$ cat src/rtl/servo_cmd_avalon_master.sv
`default_nettype none
// ============================================================================
// Module      : servo_cmd_avalon_master
// Description : Queues servo lock/unlock commands and issues each one as an
//               Avalon-MM write of 8'h01 (lock) or 8'h00 (unlock) to the servo
//               lock register. Waitrequest stalls are bounded by a timeout.
//               Optional macro SERVO_CMD_READBACK_EN adds a read-back of the
//               register after each write and verifies bit 0.
// Revision    : 1.0 - initial release
// ============================================================================
module servo_cmd_avalon_master #(
    parameter int ADDR_W         = 4,
    parameter int SERVO_ADDR     = 0,
    parameter int FIFO_DEPTH     = 4,
    parameter int TIMEOUT_CYCLES = 1024
) (
    input  logic              clk,
    input  logic              reset_n,
    input  logic              cmd_valid,
    input  logic              cmd_lock,
    output logic              cmd_ready,
    output logic [ADDR_W-1:0] avm_address,
    output logic              avm_write,
    output logic [7:0]        avm_writedata,
    input  logic              avm_waitrequest,
    output logic              avm_read,
    input  logic [7:0]        avm_readdata,
    output logic              busy,
    output logic              done,
    output logic              error
);

    localparam int c_PTR_W = (FIFO_DEPTH > 1) ? $clog2(FIFO_DEPTH) : 1;
    localparam int c_CNT_W = c_PTR_W + 1;
    localparam int c_TMR_W = $clog2(TIMEOUT_CYCLES + 1);

    localparam logic [c_CNT_W-1:0] c_DEPTH      = c_CNT_W'(FIFO_DEPTH);
    localparam logic [c_PTR_W-1:0] c_PTR_ONE    = 1;
    localparam logic [c_TMR_W-1:0] c_TMR_ONE    = 1;
    localparam logic [c_TMR_W-1:0] c_TIMEOUT    = c_TMR_W'(TIMEOUT_CYCLES);
    localparam logic [ADDR_W-1:0]  c_SERVO_ADDR = ADDR_W'(SERVO_ADDR);

    // READ/CHECK only exist when the read-back path is built in
    typedef enum logic [2:0] {
        ST_IDLE  = 3'd0,
        ST_WRITE = 3'd1,
`ifdef SERVO_CMD_READBACK_EN
        ST_READ  = 3'd3,
        ST_CHECK = 3'd4,
`endif
        ST_RESP  = 3'd2
    } state_t;

    state_t              state_q, state_d;
    logic [FIFO_DEPTH-1:0] mem_q, mem_d;
    logic [c_PTR_W-1:0]  wr_ptr_q, wr_ptr_d;
    logic [c_PTR_W-1:0]  rd_ptr_q, rd_ptr_d;
    logic [c_CNT_W-1:0]  count_q, count_d;
    logic                cmd_ready_q, cmd_ready_d;
    logic [ADDR_W-1:0]   avm_address_q, avm_address_d;
    logic [7:0]          avm_writedata_q, avm_writedata_d;
    logic                avm_write_q, avm_write_d;
    logic                busy_q, busy_d;
    logic                done_q, done_d;
    logic                error_q, error_d;
    logic [c_TMR_W-1:0]  timer_q, timer_d;
    logic [c_TMR_W-1:0]  w_timer_inc;
    logic                w_push;
    logic                w_pop;
`ifdef SERVO_CMD_READBACK_EN
    logic                avm_read_q, avm_read_d;
    logic                rd_bit_q, rd_bit_d;
`endif

    // Only bit 0 of the read data is meaningful, and only with read-back
    logic unused_readdata;
    assign unused_readdata = ^avm_readdata;

    // Next-state logic for the transfer FSM and the command FIFO
    always_comb begin
        state_d         = state_q;
        avm_address_d   = avm_address_q;
        avm_writedata_d = avm_writedata_q;
        avm_write_d     = avm_write_q;
        timer_d         = timer_q;
        done_d          = 1'b0;
        error_d         = 1'b0;
        w_pop           = 1'b0;
        w_timer_inc     = timer_q + c_TMR_ONE;
        // cmd_ready_q reflects the registered fill level, so a pop in this
        // cycle never opens a slot for a push into a full queue
        w_push          = cmd_valid && cmd_ready_q;
`ifdef SERVO_CMD_READBACK_EN
        avm_read_d      = avm_read_q;
        rd_bit_d        = rd_bit_q;
`endif

        case (state_q)
            // RESP also launches the next queued command so back-to-back
            // transfers are separated by exactly one idle bus cycle
            ST_IDLE, ST_RESP: begin
                state_d = ST_IDLE;
                if (count_q != '0) begin
                    w_pop           = 1'b1;
                    avm_address_d   = c_SERVO_ADDR;
                    avm_writedata_d = {7'b0, mem_q[rd_ptr_q]};
                    avm_write_d     = 1'b1;
                    timer_d         = '0;
                    state_d         = ST_WRITE;
                end
            end
            ST_WRITE: begin
                if (!avm_waitrequest) begin
                    avm_write_d = 1'b0;
                    timer_d     = '0;
`ifdef SERVO_CMD_READBACK_EN
                    avm_read_d  = 1'b1;
                    state_d     = ST_READ;
`else
                    done_d      = 1'b1;
                    state_d     = ST_RESP;
`endif
                end else if (w_timer_inc == c_TIMEOUT) begin
                    avm_write_d = 1'b0;
                    error_d     = 1'b1;
                    timer_d     = '0;
                    state_d     = ST_IDLE;
                end else begin
                    timer_d     = w_timer_inc;
                end
            end
`ifdef SERVO_CMD_READBACK_EN
            ST_READ: begin
                if (!avm_waitrequest) begin
                    avm_read_d = 1'b0;
                    rd_bit_d   = avm_readdata[0];
                    timer_d    = '0;
                    state_d    = ST_CHECK;
                end else if (w_timer_inc == c_TIMEOUT) begin
                    avm_read_d = 1'b0;
                    error_d    = 1'b1;
                    timer_d    = '0;
                    state_d    = ST_IDLE;
                end else begin
                    timer_d    = w_timer_inc;
                end
            end
            ST_CHECK: begin
                // The written data still holds the commanded lock bit
                if (rd_bit_q == avm_writedata_q[0]) begin
                    done_d  = 1'b1;
                    state_d = ST_RESP;
                end else begin
                    error_d = 1'b1;
                    state_d = ST_IDLE;
                end
            end
`endif
            default: begin
                state_d = ST_IDLE;
            end
        endcase

        mem_d    = mem_q;
        wr_ptr_d = wr_ptr_q;
        rd_ptr_d = rd_ptr_q;
        if (w_push) begin
            mem_d[wr_ptr_q] = cmd_lock;
            wr_ptr_d        = wr_ptr_q + c_PTR_ONE;
        end
        if (w_pop) begin
            rd_ptr_d = rd_ptr_q + c_PTR_ONE;
        end
        count_d     = count_q + {{c_PTR_W{1'b0}}, w_push} - {{c_PTR_W{1'b0}}, w_pop};
        cmd_ready_d = (count_d != c_DEPTH);
        busy_d      = (state_d != ST_IDLE) || (count_d != '0);
    end

    // State and registered outputs; reset clears the queue and drops the bus
    always_ff @(posedge clk or negedge reset_n) begin
        if (!reset_n) begin
            state_q         <= ST_IDLE;
            mem_q           <= '0;
            wr_ptr_q        <= '0;
            rd_ptr_q        <= '0;
            count_q         <= '0;
            cmd_ready_q     <= 1'b0;
            avm_address_q   <= '0;
            avm_writedata_q <= '0;
            avm_write_q     <= 1'b0;
            busy_q          <= 1'b0;
            done_q          <= 1'b0;
            error_q         <= 1'b0;
            timer_q         <= '0;
`ifdef SERVO_CMD_READBACK_EN
            avm_read_q      <= 1'b0;
            rd_bit_q        <= 1'b0;
`endif
        end else begin
            state_q         <= state_d;
            mem_q           <= mem_d;
            wr_ptr_q        <= wr_ptr_d;
            rd_ptr_q        <= rd_ptr_d;
            count_q         <= count_d;
            cmd_ready_q     <= cmd_ready_d;
            avm_address_q   <= avm_address_d;
            avm_writedata_q <= avm_writedata_d;
            avm_write_q     <= avm_write_d;
            busy_q          <= busy_d;
            done_q          <= done_d;
            error_q         <= error_d;
            timer_q         <= timer_d;
`ifdef SERVO_CMD_READBACK_EN
            avm_read_q      <= avm_read_d;
            rd_bit_q        <= rd_bit_d;
`endif
        end
    end

    assign cmd_ready     = cmd_ready_q;
    assign avm_address   = avm_address_q;
    assign avm_writedata = avm_writedata_q;
    assign avm_write     = avm_write_q;
    assign busy          = busy_q;
    assign done          = done_q;
    assign error         = error_q;
`ifdef SERVO_CMD_READBACK_EN
    assign avm_read      = avm_read_q;
`else
    assign avm_read      = 1'b0;
`endif

endmodule
`default_nettype wire

$ cat config.mk
export PLATFORM = sky130hd
export DESIGN_NAME = servo_cmd_avalon_master
export DESIGN_NICKNAME = d
export VERILOG_FILES = /design/src/rtl/servo_cmd_avalon_master.sv
export SDC_FILE = /design/constraint.sdc
export NUM_CORES = 1
export LEC_CHECK = 0
export CORE_UTILIZATION = 52
export CTS_CLUSTER_SIZE = 28
export DETAILED_ROUTE_END_ITERATION = 6
export PLACE_DENSITY = 0.87
export SETUP_SLACK_MARGIN = 0.02
export SYNTH_ARGS = -nofsm -noshare
export SYNTH_HDL_FRONTEND = slang
export SYNTH_SLANG_ARGS = --single-unit
$ cat constraint.sdc
create_clock -name clk -period 2.66 [get_ports clk]
set_input_delay 0.399 -clock clk [delete_from_list [all_inputs] [get_ports clk]]
set_output_delay 0.399 -clock clk [all_outputs]
set_load 0.01 [all_outputs]
### After elaboration in Yosys (flattened, before gate mapping)

Cells that the tools add are included.

* bits of input ports: 13
* bits in registers: 31

* mux-type cells: 24
* equal/unequal tests: 6
* add/sub/neg operators: 5
* reduce and logical (&&, ||, !) cells: 12
* magnitude comparators: 3

Operators with widths (count)
* $mux 11: 3
* $pmux 11 s2: 1
* $mux 1: 13
* $add 11x1->11 const B: 1
* $eq 11x11->1 const B: 1
* $reduce_bool 3->1: 3
* $lt 2x3->1 const B: 2
* $mux 3: 2
* $ne 3x3->1 const B: 2
* $pmux 3 s2: 1
* $add 2x1->2 const B: 2
* $bwmux 4: 1
* $reduce_and 2->1: 2
* $add 3x1->3: 1
* $eq 3x1->1 const B: 1
* $eq 3x2->1 const B: 1
* $logic_not 3->1: 1
* $reduce_and 3->1: 1
* $sub 3x1->3: 1
* $bmux 1 s2: 1
* $demux 1 s2: 1
* $ge 2x1->1 const B: 1
* $logic_and 1x1->1: 2
* $ne 2x2->1 const B: 1
* 4 further kinds: 4

### Depth between registers and ports, before layout

Gate-level depths: netlist of run 1.

* depth in word-level cells: 7
* gate-level depth with buffers: 11

### Worst setup path before layout of run 1

OpenSTA, ideal clock, no wires.

* path type: register to register
* from: register count_q[1]
* to: register busy_q, in the netlist busy
* setup slack: 341 ps
* stages on the path, launching flop included: 12
* setup time: 139 ps
* clock period less this slack: 2319 ps
* data arrival time: 2180 ps
* path through: dfrtp_1 nor3_1 nor3_2 ha_1 inv_1 ha_1 inv_1 fa_1 xnor2_1 xnor2_1 nor3_1 nand3_2

* cells in the longest elaborated chain, start to end: 6

RTL lines
* from (decl): line 58 `logic [c_CNT_W-1:0] count_q, count_d;`
* from (signal assigned): line 204 `count_q <= count_d;`
* $reduce_bool 3->1: line 103 `if (count_q != '0) begin`
* $mux 1: line 103
* $mux 1: line 98 `case (state_q)`
* net w_pop: line 69 `logic w_pop;`
* $sub 3x1->3: line 174 `count_d = count_q + {{c_PTR_W{1'b0}}, w_push} - {{c_PTR_W{1'b0}}, w_pop};`
* net count_d[2]: line 58
* $reduce_bool 3->1: line 176 `busy_d = (state_d != ST_IDLE) || (count_d != '0);`
* $logic_or 1x1->1: line 176
* net busy_d: line 63 `logic busy_q, busy_d;`
* to (signal assigned): line 209 `busy_q <= busy_d;`
* to (decl): line 63

The timed path passes the listed nets, and every way through them passes these cells.
A chain may end at the register's enable or synchronous reset.

### Worst setup path in the final report of run 1

Ends and elaborated chain as after synthesis.

==> results of run 1 <==
-- stage by stage --
step                      hold slack [ns]  instance area, um2  instances
after floorplan                     0.103                1760        174
final                               0.454                1870        223
after CTS                           0.460                1870        223
after detailed placement            0.478                1820        216
after global routing                0.476                1870        223
after global placement              0.472                1820        216
-- logic make-up after synthesis --
group                      Yosys count
DFF                                 31
xor gates and xnor gates             8
AOI/OAI and AO/OA                   23
muxes                                8
buffers and inverters               24
and+or+nand+nor                     59
other                                1
adders and majority gates            8
-- report_power, final --
group	internal, W	switching (W)
Clock	0.000122	0.000158
Combinational	0.000295	0.000262
Sequential	0.000601	0.000109
Total	0.00102	0.000529
-- metal layers --
metal / routed length (um) / vias up / global-route usage, %
li1: - / 576 / -
met1: 1390 / 569 / 26.4
met2: 1420 / 18 / 30.7
met3: 110 / 4 / 6.77
met4: 27 / 0 / 8.16
met5: 0 / - / 0
-- registers in the layout, indices dropped and copies added (netlist names) --
register / flops
cmd_ready: 1
avm_writedata: 1
avm_write: 1
busy: 1
timer_q: 11
mem_q: 4
rd_ptr_q: 2
done: 1
wr_ptr_q: 2
error: 1
state_q: 3
count_q: 3
-- cell type report --
cell class	instances	area, um2
repair buffers	15	138
inverters	7	26.3
well taps	44	55.1
flip-flops and latches	31	776
multi-input cells	119	822
clock inverters	1	5.00
fillers	261	1200
clock buffers	6	51.3
-- worst max-delay path by stage --
stage / startpoint / endpoint / slack (ns) / cells after the start
3_5_place_dp: cmd_valid / busy / -0.01 / 11
3_3_place_gp: cmd_valid / busy / 0.05 / 11
6_report: count_q[1] / busy / 0.31 / 11
4_1_cts: count_q[1] / busy / 0.30 / 11
2_1_floorplan: count_q[1] / busy / 0.34 / 11
5_1_grt: count_q[1] / busy / 0.04 / 11
-- Yosys cell counts (2+ instances only) --
master,number,area share [%]
a21oi_1,2,0.58
nor3b_1,3,1.3
nand3_2,2,1.2
mux2_2,6,3.9
nor2b_1,2,0.73
o41ai_1,3,1.5
ha_1,7,5.1
a31oi_1,3,1.1
nor2_1,8,1.8
dfrtp_1,31,45
nand3_1,10,2.9
buf_6,3,2.0
xor2_1,2,1.0
nand2b_1,3,1.1
o21ai_0,4,1.2
o21ai_1,2,0.58
nand2_1,17,3.7
a211oi_1,2,0.88
buf_4,12,5.3
nor3_1,6,1.8
inv_1,7,1.5
xnor2_1,6,3.1
-- cell usage in the layout, fill, tap and decap left out, types with 3 or more instances in the layout --
master and count:
nand2b_1 3, xnor2_1 6, nor3_1 6, nand3_1 10
dfrtp_1 31, nand2_1 17, conb_1 13, o41ai_1 3
nor2_1 8, clkbuf_4 5, inv_1 7, ha_1 7
clkdlybuf4s50_1 10, mux2_2 6, buf_4 5, a31oi_1 3
o21ai_0 4, nor3b_1 3
-- critical path, stage by stage (launching register included) --
cell and delay (ns):
dfrtp_1 0.45, nor3_1 0.24, nor3_2 0.08, ha_1 0.27
inv_1 0.05, ha_1 0.12, inv_1 0.04, fa_1 0.38
xnor2_1 0.19, xnor2_1 0.12, nor3_1 0.19, nand3_2 0.10
==> run_results.csv, run 1 <==
group,metric,value,unit
worst_hold_path,worst_hold_path_type,"input port to async pin",
floorplan,row_count,20,
clocking,clock_latency,0.33,ns
cells_and_area,fraction_of_final_layout_cells_sized_beyond_drive_strength_1,15.1,%
floorplan,die_height,59.4,um
timing,skew,0.0143,ns
clocking,cts_tree,"yes",
clocking,clkTransAtPathRegs,0.10,ns
timing,clock.fmax,0.425,GHz
timing,setup-violations-final,0,
detailed_routing,via_per_inst,5.23,
clocking,clock_sinks,31,
synthesis,synth.mux.area_fraction,5.85,%
job,maxCapViolations,0,
clocking,cts_buffers,5,
synthesis,area_fraction_in_compound_gates_after_synthesis,10.5,%
timing,finalCritPeriodShare,88.5,%
timing,layout_min_cycle_time,2.35,ns
cells_and_area,final_util,60.9,%
power,leakagePower,0.849,nW
timing,maxSlewViolCount,0,
floorplan,boundary_pins,31,
timing,setup_repair_after_global_routing_missed_its_margin,"false",
detailed_routing,dr_vias,1167,
worst_setup_path,crit_fanout,4,
worst_setup_path,data_required_time_at_the_worst_endpoint,2.86,ns
floorplan,core_ar,3080,um2
placed_design,io_buffers,10,
worst_setup_path,worst_setup_path_start_kind,"flip-flop",
timing,final_hold_viol_count,0,
synthesis,combinational_family_with_the_most_area_after_synthesis,"simple AND/OR/NAND/NOR gates",
clocking,post_cts_buffers,0,
synthesis,ys.warnings.count,0,
synthesis,synthesized_instance_count,162,
synthesis,post_synth_xor_area_fraction,4.09,%
detailed_routing,ant_nets,0,
detailed_routing,detailedRoute.firstIterationViolations,24,
placed_design,globalplace.congestion,0.853,
detailed_routing,drtPass1Iterations,4,
synthesis,synth_edf_count,0,
grt,largest_net_degree_at_the_start_of_global_routing,32,
placed_design,place_hpwl,2120,um
worst_setup_path,r2r_end,"busy",
power,p_total,0.00155,W
worst_setup_path,worst-r2r-setup-slack,0.31,ns
worst_setup_path,reg2regPathDepth,11,
power,power.density,827,nW/um2
synthesis,synth_area_per_cell,10.6,um2
synthesis,asyncSetResetFlopFracSynth,100,%
grt,grt_antenna_before_repair,0,
cells_and_area,antenna_cells_inserted,0,
worst_setup_path,setup.worst_path.end_class,"flip-flop",
placed_design,preCtsSetupSlack,-0.0142,ns
worst_setup_path,r2r-start,"count_q[1]",
timing,final_critical_path_setup_slack,0.307,ns
power,vdd_ir_drop_max,0.353,mV
synthesis,synth_simple_gate_area_share,18.5,%
detailed_routing,routedWlPerCell,13.2,um
detailed_routing,wl_final,2950,um
synthesis,synth_ff_type,"dfrtp_1",
floorplan,initial_utilization,55.6,%
grt,global_router_s_overall_resource_usage,20.1,%
synthesis,portion_of_the_post_synthesis_area_used_by_sequential_elements,45.3,%
worst_setup_path,timing.setup.critical_path_class,"flip-flop to flip-flop",
cells_and_area,final_nets,200,
clocking,cts_resized,0,
grt,grt_first_pass_wirelength,4970,um
cells_and_area,flow.area_growth_from_synthesis,9.43,%
clocking,clock-root-buffer,"clkbuf_4",
synthesis,netlist_area,1710,um2
synthesis,yosys_cell_types,43,
floorplan,fp.dieArea,3520,um2
detailed_routing,drcViolationCount,0,
clocking,cts_hold_buffers,0,
synthesis,ys_seq_elements,31,
floorplan,fp.dieW,59.4,um
clocking,cts_max_path_buffers,2,
timing,tns,0,ns
grt,number_of_global_route_vias_before_repair,1076,
clocking,ctsHtreeMaxLevel,2,
grt,grt_overflow,0,
synthesis,post_synth_fa_ha_maj_area_fraction,6.29,%
outcome,run_status,"complete, no violations",
worst_setup_path,critPathArrivalTime,2.55,ns
Note: power is estimated with default switching activity, not from simulation.
==> run 2, diff against run 1 <==
Settings changed: TNS_END_PERCENT set to 30.
==> results of run 2 <==
No change in the layout: final DEF, timing and power equal those of run 1.
==> run 3, diff against run 2 <==
Settings changed: ABC_AREA set to 1, CORE_MARGIN set to 2.
==> run 3 against run 2 <==
Compared with the run above: sequential power down 2%; utilization up 2.0 points; sequential share of layout area down 1.6 points; die area up 7.2%; sequential cell count unchanged; critical endpoint unchanged; worst hold slack better by 0.0040 ns; synthesized area up 0.37%; clock-buffer cell count unchanged; cell count up 17%; maximum frequency down 3.2%; design area up 4.1%; total power up 9.7%.
==> run_results.csv, run 3 <==
group,metric,value,unit
grt,grt_overflow,0,
floorplan,fp.dieArea,3780,um2
job,maxCapViolations,0,
floorplan,fp.dieW,61.5,um
timing,final_hold_viol_count,0,
timing,skew,0.0113,ns
grt,number_of_global_route_vias_before_repair,1237,
power,p_total,0.00170,W
worst_setup_path,crit_fanout,3,
clocking,cts_hold_buffers,0,
placed_design,io_buffers,10,
synthesis,top_area_cells_in_the_synthesized_netlist,"dfrtp_1, nand2_1, buf_4",
timing,clock.fmax,0.411,GHz
placed_design,detailed_place.area,1840,um2
cells_and_area,mostFrequentLayoutCell,"nand2_1",
detailed_routing,drcViolationCount,0,
synthesis,post-synth-top-area-cell,"dfrtp_1",
grt,grt_antenna_before_repair,0,
cells_and_area,final_util,62.8,%
clocking,cts_max_path_buffers,2,
worst_setup_path,crit_path_top_delay_cell,"dfrtp_1",
floorplan,die_height,61.5,um
floorplan,boundary_pins,31,
synthesis,synthesized_instance_count,198,
synthesis,yosysMostFrequentCell,"nand2_1",
cells_and_area,largest_register_ff_count,11,
grt,global_router_s_overall_resource_usage,20.2,%
worst_setup_path,r2r_end,"busy",
floorplan,core_ar,3100,um2
clocking,post_cts_buffers,0,
synthesis,portion_of_the_post_synthesis_area_used_by_sequential_elements,45.2,%
synthesis,ys.warnings.count,0,
grt,largest_net_degree_at_the_start_of_global_routing,32,
worst_setup_path,worst_setup_path_start_kind,"flip-flop",
clocking,clock_sinks,31,
power,vdd_ir_drop_max,0.603,mV
synthesis,netlist_area,1720,um2
grt,grt_first_pass_wirelength,5460,um
clocking,cts_tree,"yes",
outcome,run_status,"complete, no violations",
worst_setup_path,crit_path_start,"count_q[1]",
cells_and_area,fraction_of_final_layout_cells_sized_beyond_drive_strength_1,17.4,%
detailed_routing,detailedRoute.firstIterationViolations,31,
detailed_routing,wl_final,2900,um
clocking,ctsHtreeMaxLevel,2,
worst_setup_path,r2r-start,"count_q[1]",
clocking,clock-root-buffer,"clkbuf_4",
cells_and_area,design_area,1950,um2
worst_setup_path,timing.critical_path.slowest_cell_delay,0.45,ns
worst_setup_path,critPathArrivalTime,2.67,ns
timing,maxSlewViolCount,0,
worst_setup_path,reg2regPathDepth,12,
power,leakagePower,0.902,nW
synthesis,synth_area_per_cell,8.68,um2
timing,setup-violations-final,0,
synthesis,synth_edf_count,0,
timing,finalCritPeriodShare,91.4,%
worst_setup_path,timing.setup.critical_path_class,"flip-flop to flip-flop",
synthesis,ys_seq_elements,31,
synthesis,asyncSetResetFlopFracSynth,100,%
floorplan,row_count,20,
cells_and_area,antenna_cells_inserted,0,
detailed_routing,routedWlPerCell,11.1,um
synthesis,synth_top_cell_area_share,45.2,%
detailed_routing,drtPass1Iterations,4,
timing,layout_min_cycle_time,2.43,ns
cells_and_area,flow.area_growth_from_synthesis,13.5,%
floorplan,initial_utilization,55.4,%
synthesis,synth_ff_type,"dfrtp_1",
cells_and_area,largest-register,"timer_q",
worst_setup_path,setup.worst_path.end_class,"flip-flop",
detailed_routing,via_per_inst,4.79,
worst_setup_path,worst-r2r-setup-slack,0.23,ns
power,power.density,871,nW/um2
placed_design,globalplace.congestion,0.813,
worst_setup_path,crit_chain,"nor3_2, nor3_2, ha_1, inv_1, ha_1, inv_1, fa_1, xor2_1, xnor2_1, nand3_1, nor2_1, nand3_2",
synthesis,yosys_cell_types,29,
cells_and_area,final_cell_mix,"nand2_1, dfrtp_1, inv_1",
worst_setup_path,data_required_time_at_the_worst_endpoint,2.90,ns
clocking,cts_buffers,5,
placed_design,place_hpwl,2160,um
worst_hold_path,worst_hold_path_type,"input port to async pin",
detailed_routing,dr_vias,1256,
clocking,clock_latency,0.34,ns
clocking,clkTransAtPathRegs,0.10,ns
cells_and_area,largest_registers,"timer_q x11, mem_q x4",
clocking,cts_resized,0,
timing,setup_repair_after_global_routing_missed_its_margin,"false",
cells_and_area,final_nets,238,
synthesis,synth.top_cells.by_count,"nand2_1, dfrtp_1, inv_1, nor2_1, buf_4",
detailed_routing,ant_nets,0,
## run 3: cell types whose count changed in the layout (fill, tap and decap cells not counted), sizes merged, moves of 5 or more
| cell | change |
|---|---|
| nand2 | +38 |
| o21ai | +11 |
| inv | +18 |
| mux2 | -6 |
| nor2 | +14 |
| xnor2 | -5 |
## run 3: cell families (layout without fill, tap and decap cells)
family	count (synthesis)	count (layout)	share of synthesized area (%)
AND/OR/NAND/NOR	94	94	27.1
buffers and inverters	38	46	10.9
flip-flops	31	31	45.2
AO/OA/AOI/OAI	22	22	8.30
adder cells (fa/ha/maj)	8	8	6.26
XOR/XNOR	4	4	2.04
other	1	13	0.218
## run 3: routing by layer
metal / vias to the layer above / share of wire [%] / global-route usage [%]
met5: - / 0 / 0
met4: 0 / 2.0 / 8.21
met3: 5 / 5.2 / 6.72
met2: 39 / 45 / 32.2
met1: 574 / 47 / 25.5
li1: 638 / - / -
## run 3: critical path: cells and delay by family (launching register included)
| kind | cells | cell delay, ns |
|---|---|---|
| XOR/XNOR | 2 | 0.39 |
| flip-flops | 1 | 0.45 |
| AND/OR/NAND/NOR | 5 | 0.60 |
| buffers and inverters | 2 | 0.11 |
| adder cells (fa/ha/maj) | 3 | 0.77 |
## run 3: per-stage QoR
step	setup WS, ns	hold slack, ns	setup TNS [ns]	instances
after floorplan	0.373	0.103	0	210
after global placement	0.0841	0.464	0	254
after detailed placement	-0.0502	0.478	-0.0502	254
after CTS	0.145	0.478	0	262
after global routing	0.0669	0.476	0	262
final	0.229	0.458	0	262
## run 3: layout make-up
type / count / area (um2)
clock inverter: 2 / 60.1
timing repair buffer: 12 / 115
multi-input combinational: 141 / 805
tap: 44 / 55.1
inverter: 26 / 97.6
fill: 264 / 1150
sequential: 31 / 776
clock buffer: 6 / 41.3
## run 3: how the worst max path moves through the flow
stage	to	slack, ns	cells past startpoint
2_1_floorplan	busy	0.37	12
3_3_place_gp	busy	0.08	12
3_5_place_dp	busy	-0.05	12
4_1_cts	busy	0.14	12
5_1_grt	busy	0.07	12
6_report	busy	0.23	12
## run 3: where the power goes
group          switching, W  internal, W  leakage, nW
Sequential         0.000100     0.000600        0.391
Clock              0.000163     0.000293       0.0525
Combinational      0.000313     0.000228        0.459
Total              0.000576      0.00112        0.902
